==> config.mk <==
export PLATFORM = sky130hd
export DESIGN_NAME = rgb2raw
export DESIGN_NICKNAME = d
export VERILOG_FILES = /design/src/rtl/video_pkg.sv /design/src/rtl/pixel_pack.sv /design/src/rtl/rgb2raw.sv
export SDC_FILE = /design/constraint.sdc
export NUM_CORES = 1
export LEC_CHECK = 0
export ABC_AREA = 1
export CELL_PAD_IN_SITES_DETAIL_PLACEMENT = 0
export CELL_PAD_IN_SITES_GLOBAL_PLACEMENT = 1
export CORE_UTILIZATION = 40
export CTS_CLUSTER_SIZE = 12
export DETAILED_ROUTE_END_ITERATION = 8
export PLACE_DENSITY_LB_ADDON = 0.1
export REMOVE_ABC_BUFFERS = 1
export SLEW_MARGIN = 20
export SYNTH_ARGS = -nofsm -noshare
export SYNTH_HDL_FRONTEND = slang
export SYNTH_SLANG_ARGS = --single-unit
==> constraint.sdc <==
create_clock -name i_pclk -period 1.6 [get_ports i_pclk]
set_input_delay 0.16 -clock i_pclk [delete_from_list [all_inputs] [get_ports i_pclk]]
set_output_delay 0.16 -clock i_pclk [all_outputs]
set_load 0.02 [all_outputs]
==> src/rtl/video_pkg.sv <==
`default_nettype none
// ============================================================================
//  Module      : video_pkg
//  Description : Bayer pattern enum and per-site colour selection helpers.
//  Revision    : 1.0  initial release
// ============================================================================
package video_pkg;

    typedef enum logic [1:0] {
        RGGB = 2'd0,
        GRBG = 2'd1,
        GBRG = 2'd2,
        BGGR = 2'd3
    } bayer_pattern_e;

    typedef enum logic [1:0] {
        COL_R = 2'd0,
        COL_G = 2'd1,
        COL_B = 2'd2
    } colour_e;

    // Unrecognised strings fall back to GBRG, the block's default sensor layout.
    function automatic bayer_pattern_e pattern_from_str(input logic [31:0] s);
        case (s)
            "RGGB":  return RGGB;
            "GRBG":  return GRBG;
            "BGGR":  return BGGR;
            default: return GBRG;
        endcase
    endfunction

    function automatic colour_e bayer_colour(input bayer_pattern_e pat,
                                             input logic y0, input logic x0);
        colour_e c;
        c = COL_G;
        case (pat)
            RGGB:    c = y0 ? (x0 ? COL_B : COL_G) : (x0 ? COL_G : COL_R);
            GRBG:    c = y0 ? (x0 ? COL_G : COL_B) : (x0 ? COL_R : COL_G);
            GBRG:    c = y0 ? (x0 ? COL_G : COL_R) : (x0 ? COL_B : COL_G);
            BGGR:    c = y0 ? (x0 ? COL_R : COL_G) : (x0 ? COL_G : COL_B);
            default: c = COL_G;
        endcase
        return c;
    endfunction

endpackage
`default_nettype wire

==> src/rtl/pixel_pack.sv <==
`default_nettype none
// ============================================================================
//  Module      : pixel_pack
//  Description : Gearbox packing IN_PCNT-sample beats into OUT_PCNT-sample words.
//  Revision    : 1.0  initial release
// ============================================================================
module pixel_pack #(
    parameter int PW       = 8,
    parameter int IN_PCNT  = 2,
    parameter int OUT_PCNT = 4
) (
    input  logic                     i_pclk,
    input  logic                     i_rstn,
    input  logic                     clear,
    input  logic                     push,
    input  logic                     last,
    input  logic [PW*IN_PCNT-1:0]    data,
    output logic                     valid,
    output logic [PW*OUT_PCNT-1:0]   word
);

    localparam int c_beats = OUT_PCNT / IN_PCNT;
    localparam int c_in_w  = PW * IN_PCNT;
    localparam int c_cw    = (c_beats > 1) ? $clog2(c_beats) : 1;

    logic [c_cw-1:0]          r_cnt;
    logic [PW*OUT_PCNT-1:0]   r_acc;
    logic [PW*OUT_PCNT-1:0]   r_done_word;
    logic                     r_done;
    logic [PW*OUT_PCNT-1:0]   w_fill;
    logic                     w_last_slot;
    logic                     w_flush;

    always_comb begin
        w_fill = r_acc;
        for (int b = 0; b < c_beats; b++) begin
            if (r_cnt == c_cw'(b)) begin
                w_fill[b*c_in_w +: c_in_w] = data;
            end
        end
    end

    assign w_last_slot = (r_cnt == c_cw'(c_beats - 1));
    assign w_flush     = last && (r_cnt != '0) && !clear;

    // Completed words go through r_done_word so the next beat can start
    // refilling r_acc in the very next cycle without clobbering the output.
    always_ff @(posedge i_pclk or negedge i_rstn) begin
        if (!i_rstn) begin
            r_cnt       <= '0;
            r_acc       <= '0;
            r_done_word <= '0;
            r_done      <= 1'b0;
            valid       <= 1'b0;
            word        <= '0;
        end else begin
            r_done <= 1'b0;
            if (clear) begin
                r_cnt <= '0;
                r_acc <= '0;
            end else if (push) begin
                if (w_last_slot) begin
                    r_done      <= 1'b1;
                    r_done_word <= w_fill;
                    r_cnt       <= '0;
                    r_acc       <= '0;
                end else begin
                    r_acc <= w_fill;
                    r_cnt <= r_cnt + c_cw'(1);
                end
            end else if (w_flush) begin
                r_cnt <= '0;
                r_acc <= '0;
            end

            valid <= r_done || w_flush;
            if (r_done) begin
                word <= r_done_word;
            end else if (w_flush) begin
                word <= r_acc;
            end
        end
    end

endmodule
`default_nettype wire

==> src/rtl/rgb2raw.sv <==
`default_nettype none
// ============================================================================
//  Module      : rgb2raw
//  Description : Converts multi-pixel RGB beats into packed Bayer raw words.
//  Revision    : 1.0  initial release
// ============================================================================
module rgb2raw
    import video_pkg::*;
#(
    parameter int          PW       = 8,
    parameter int          IN_PCNT  = 2,
    parameter int          OUT_PCNT = 4,
    parameter int          MAX_HRES = 1920,
    parameter int          MAX_VRES = 1080,
    parameter logic [31:0] PATTERN  = "GBRG"
) (
    input  logic                          i_pclk,
    input  logic                          i_rstn,
    input  logic                          i_vsync,
    input  logic                          i_hsync,
    input  logic                          i_de,
    input  logic                          i_valid,
    input  logic [PW*IN_PCNT-1:0]         i_r,
    input  logic [PW*IN_PCNT-1:0]         i_g,
    input  logic [PW*IN_PCNT-1:0]         i_b,
    output logic                          o_vsync,
    output logic                          o_hsync,
    output logic                          o_de,
    output logic                          o_valid,
    output logic [PW*OUT_PCNT-1:0]        o_raw,
    output logic [$clog2(MAX_VRES)-1:0]   o_y_cnt
);

    localparam int             c_xw      = $clog2(MAX_HRES);
    localparam int             c_yw      = $clog2(MAX_VRES);
    localparam bayer_pattern_e c_pattern = pattern_from_str(PATTERN);

    logic [c_xw-1:0]        r_x;
    logic [c_yw-1:0]        r_y;
    logic [c_yw-1:0]        r_y_d1;
    logic                   r_de_prev;
    logic [2:0]             r_sync_d1;
    logic [2:0]             r_sync_d2;
    logic                   w_beat;
    logic                   w_de_fall;
    logic                   w_clear;
    logic [PW*IN_PCNT-1:0]  w_samples;

    assign w_beat    = i_de && i_valid;
    assign w_de_fall = r_de_prev && !i_de;
    assign w_clear   = !i_vsync || !i_hsync;

    always_ff @(posedge i_pclk or negedge i_rstn) begin
        if (!i_rstn) begin
            r_x       <= '0;
            r_y       <= '0;
            r_de_prev <= 1'b0;
        end else begin
            r_de_prev <= i_de;
            if (w_clear) begin
                r_x <= '0;
            end else if (w_beat) begin
                r_x <= r_x + c_xw'(IN_PCNT);
            end
            if (!i_vsync) begin
                r_y <= '0;
            end else if (w_de_fall) begin
                r_y <= r_y + c_yw'(1);
            end
        end
    end

    // Only the parity of x and y matters for the Bayer site of each pixel.
    for (genvar k = 0; k < IN_PCNT; k++) begin : g_pix
        logic    w_x0;
        colour_e w_sel;
        assign w_x0  = r_x[0] ^ (k % 2 == 1);
        assign w_sel = bayer_colour(c_pattern, r_y[0], w_x0);
        assign w_samples[k*PW +: PW] = (w_sel == COL_R) ? i_r[k*PW +: PW] :
                                       (w_sel == COL_B) ? i_b[k*PW +: PW] :
                                                          i_g[k*PW +: PW];
    end

    always_ff @(posedge i_pclk or negedge i_rstn) begin
        if (!i_rstn) begin
            r_sync_d1 <= '0;
            r_sync_d2 <= '0;
            r_y_d1    <= '0;
            o_y_cnt   <= '0;
        end else begin
            r_sync_d1 <= {i_vsync, i_hsync, i_de};
            r_sync_d2 <= r_sync_d1;
            r_y_d1    <= r_y;
            o_y_cnt   <= r_y_d1;
        end
    end

    assign {o_vsync, o_hsync, o_de} = r_sync_d2;

    pixel_pack #(
        .PW       (PW),
        .IN_PCNT  (IN_PCNT),
        .OUT_PCNT (OUT_PCNT)
    ) u_pack (
        .i_pclk (i_pclk),
        .i_rstn (i_rstn),
        .clear  (w_clear),
        .push   (w_beat),
        .last   (w_de_fall),
        .data   (w_samples),
        .valid  (o_valid),
        .word   (o_raw)
    );

endmodule
`default_nettype wire

==> results.txt <==
worst path required time: 1440 ps
post-synth top area cell: dfrtp_1
final antenna-violating net count: 0
CTS tree: built
Core Region: 0.0132 mm^2
cell area after synthesis: 0.00544 mm^2
PortBufs: 84
Die W: 119 um
Critical Path End Type: output port
filler instances: 1218
antenna violations before repair: 0
final setup fails: 0
Seq. cell area: 0.00345 mm^2
final hold viol count: 0
violation count after the first detailed-route iteration: 238
multi-input combinational cell area: 0.00165 mm^2
Mapped Cells: 557
n_diodes: 0
Synth area leaders: dfrtp_1 63%, nor2_1 6.8%, nand2_1 6.1%
LEAKAGE: 3.36 nW
largest fanout on the critical path: 2
DP Wirelength: 7580 um
CP delay by family, top: buffers and inverters
Num CTS Buffers: 17
layout cells sized above 1: 12.2%
P&R area growth vs syn: 32.6%
Worst path slowest cell: clkdlybuf4s50_1
pin count of the biggest net entering global routing: 51
YS warnings: 0
clock sinks: 138
Final GP Congestion: 0.744
Clock Latency Late Sink: 410 ps
DIE AREA: 0.0141 mm^2
relative slew slack: 70.1%
Crit Path Category: flop to output port
Die Y: 119 um
drt via density: 4.72
Synth top area share: 63.5%
smallest hold slack: 228 ps
# Post-CTS Setup Buffers: 0
average size of a mapped cell: 9.77 um^2
io pins: 101
worst-path cell chain: clkdlybuf4s50_1
first-pass GRT wire length: 19300 um
status: finished clean
Yosys reg bits: 138
internal reg-to-reg setup slack: 220 ps
Worst EP arrival: 1380 ps
CP Launch Type: flop
CTS H-tree depth: 4
fin. max-slew vios: 0
CP max stage delay: 630 ps
Least-Margin Pin Slew: 447 ps
Post-Place Setup Slack: -114 ps
sequential fraction of the synthesis area: 63.5%
nets@finish: 708
Fmax: 648 MHz
initial core utilization: 41.1%
MaxCap Viol Count: 0
worst hold path class: primary input to async pin
Routed WL per cell: 13.9 um
first-pass iteration count of the detailed router: 4
GR Overflow Total: 0
maximum vdd ir drop: 0.000574 V
clock skew: 6.19 ps
crit path buf inv count: 1
vias post-DR: 3976
synth unique cells: 21
crit share post-route: 96.5%
minimum clock period: 1540 ps
Root Driver: clkbuf_16
DRC errors left: 0
vias in the first global route: 3874
Cell Rows: 42
maximum clock insertion buffer count: 2
Pwr Density: 1350 mW/mm^2
Worst Slack Setup Final: 56.3 ps
RSZ-0062 raised after global routing: no
overall routing resource usage: 18.1%
drt total wl: 11700 um
Worst-path clk slew: 60 ps
metal layers:
metal,routed length [um],GRT usage (%)
met5,0,0
met4,195,7.67
met3,423,4.92
met2,5470,28.1
met1,5630,23.9
synth_stat cells:
cell      instances
a21oi_1          51
a21oi_2          17
a31oi_1          16
buf_1             1
buf_2            11
buf_4             7
buf_6             3
clkbuf_1          6
dfrtp_1         138
ha_1              1
inv_1            44
inv_2             5
nand2_1          88
nand2_2           1
nand3_1           7
nand3_2           3
nand4_1           4
nor2_1           98
nor3_2            1
o21ai_0          39
o21bai_1         16
area by class of cell:
class | count | area share (%)
Clock buffer | 20 | 6.33
Clock inverter | 12 | 2.38
Inverter | 49 | 2.55
Multi-Input combinational cell | 342 | 22.8
Sequential cell | 138 | 47.9
Tap cell | 176 | 3.05
Timing Repair Buffer | 105 | 15.0
state kept, by name, summed over array words and instances (netlist names), 3 cells and up:
register,cells
r_y,11
u_pack.r_done_word,32
u_pack.r_acc,32
r_sync_d2,3
r_sync_d1,3
u_pack.word,32
r_y_d1,11
o_y_cnt,11
cells in the final DEF, fill, tap and decap left out, types with 16 or more instances in the layout:
master           count
a31oi_1             16
dfrtp_1            138
clkdlybuf4s50_1     79
nand2_1             87
a21oi_2             17
inv_1               43
o21ai_0             39
nor2_1              98
o21bai_1            16
a21oi_1             51
clkbuf_16           17
worst register-to-register path, stage by stage, from the launching register on:
cell	delay, ps
dfrtp_1	480
ha_1	240
nand4_1	120
nor2_1	230
nand3_1	100
nand2_1	70
nor2_1	40
worst paths after layout:
path	from	end	cells after the start
setup / recovery	u_pack.word[20]$_DFFE_PN0P_	o_raw[20]	1
hold / removal	i_rstn	u_pack.valid$_DFF_PN0_	2
setup reg to reg	r_y[0]$_DFFE_PN0P_	r_y[10]$_DFFE_PN0P_	6
hold reg to reg	r_y_d1[5]$_DFF_PN0_	o_y_cnt[5]$_DFF_PN0_	0
max in group asynchronous	i_rstn	u_pack.r_done_word[22]$_DFFE_PN0P_	3
min in group i_pclk	i_hsync	r_sync_d1[1]$_DFF_PN0_	1
per-stage QoR:
stage | instances | utilization [%] | power (W) | cell area, um^2 | TNS [ps]
after floorplan | 529 | - | 0.00489 | 5270 | -82920
after global placement | 809 | 49.6 | 0.00566 | 6570 | -3260
after detailed placement | 809 | 49.6 | 0.00571 | 6570 | -6180
after CTS | 842 | 54.4 | 0.00987 | 7210 | 0
after global routing | 842 | 54.5 | 0.0102 | 7210 | 0
final | 842 | 54.5 | 0.00974 | 7210 | 0
cell families (layout without fill, tap and decap cells):
kind of cell,count (synthesis),in the layout,share of synthesized area (%)
compound gates,139,139,15.1
fa+ha+maj,1,1,0.230
buf+inv,77,186,6.46
flops,138,138,63.5
simple gates,202,202,14.8
repair_timing:
| action | in CTS | in global routing |
|---|---|---|
| setup endpoints to repair | 1 | 3 |
| resized for setup | 1 | 3 |
| hold buffers | 1 | 0 |
| endpoints found under the hold margin | 40 | 0 |
power breakdown:
part / switching, W / internal [W] / leakage (nW)
registers: 0.000205 / 0.00389 / 1.77
logic: 0.000791 / 0.000726 / 1.29
clock network: 0.00145 / 0.00268 / 0.302
(Power assumes the default switching activity.)
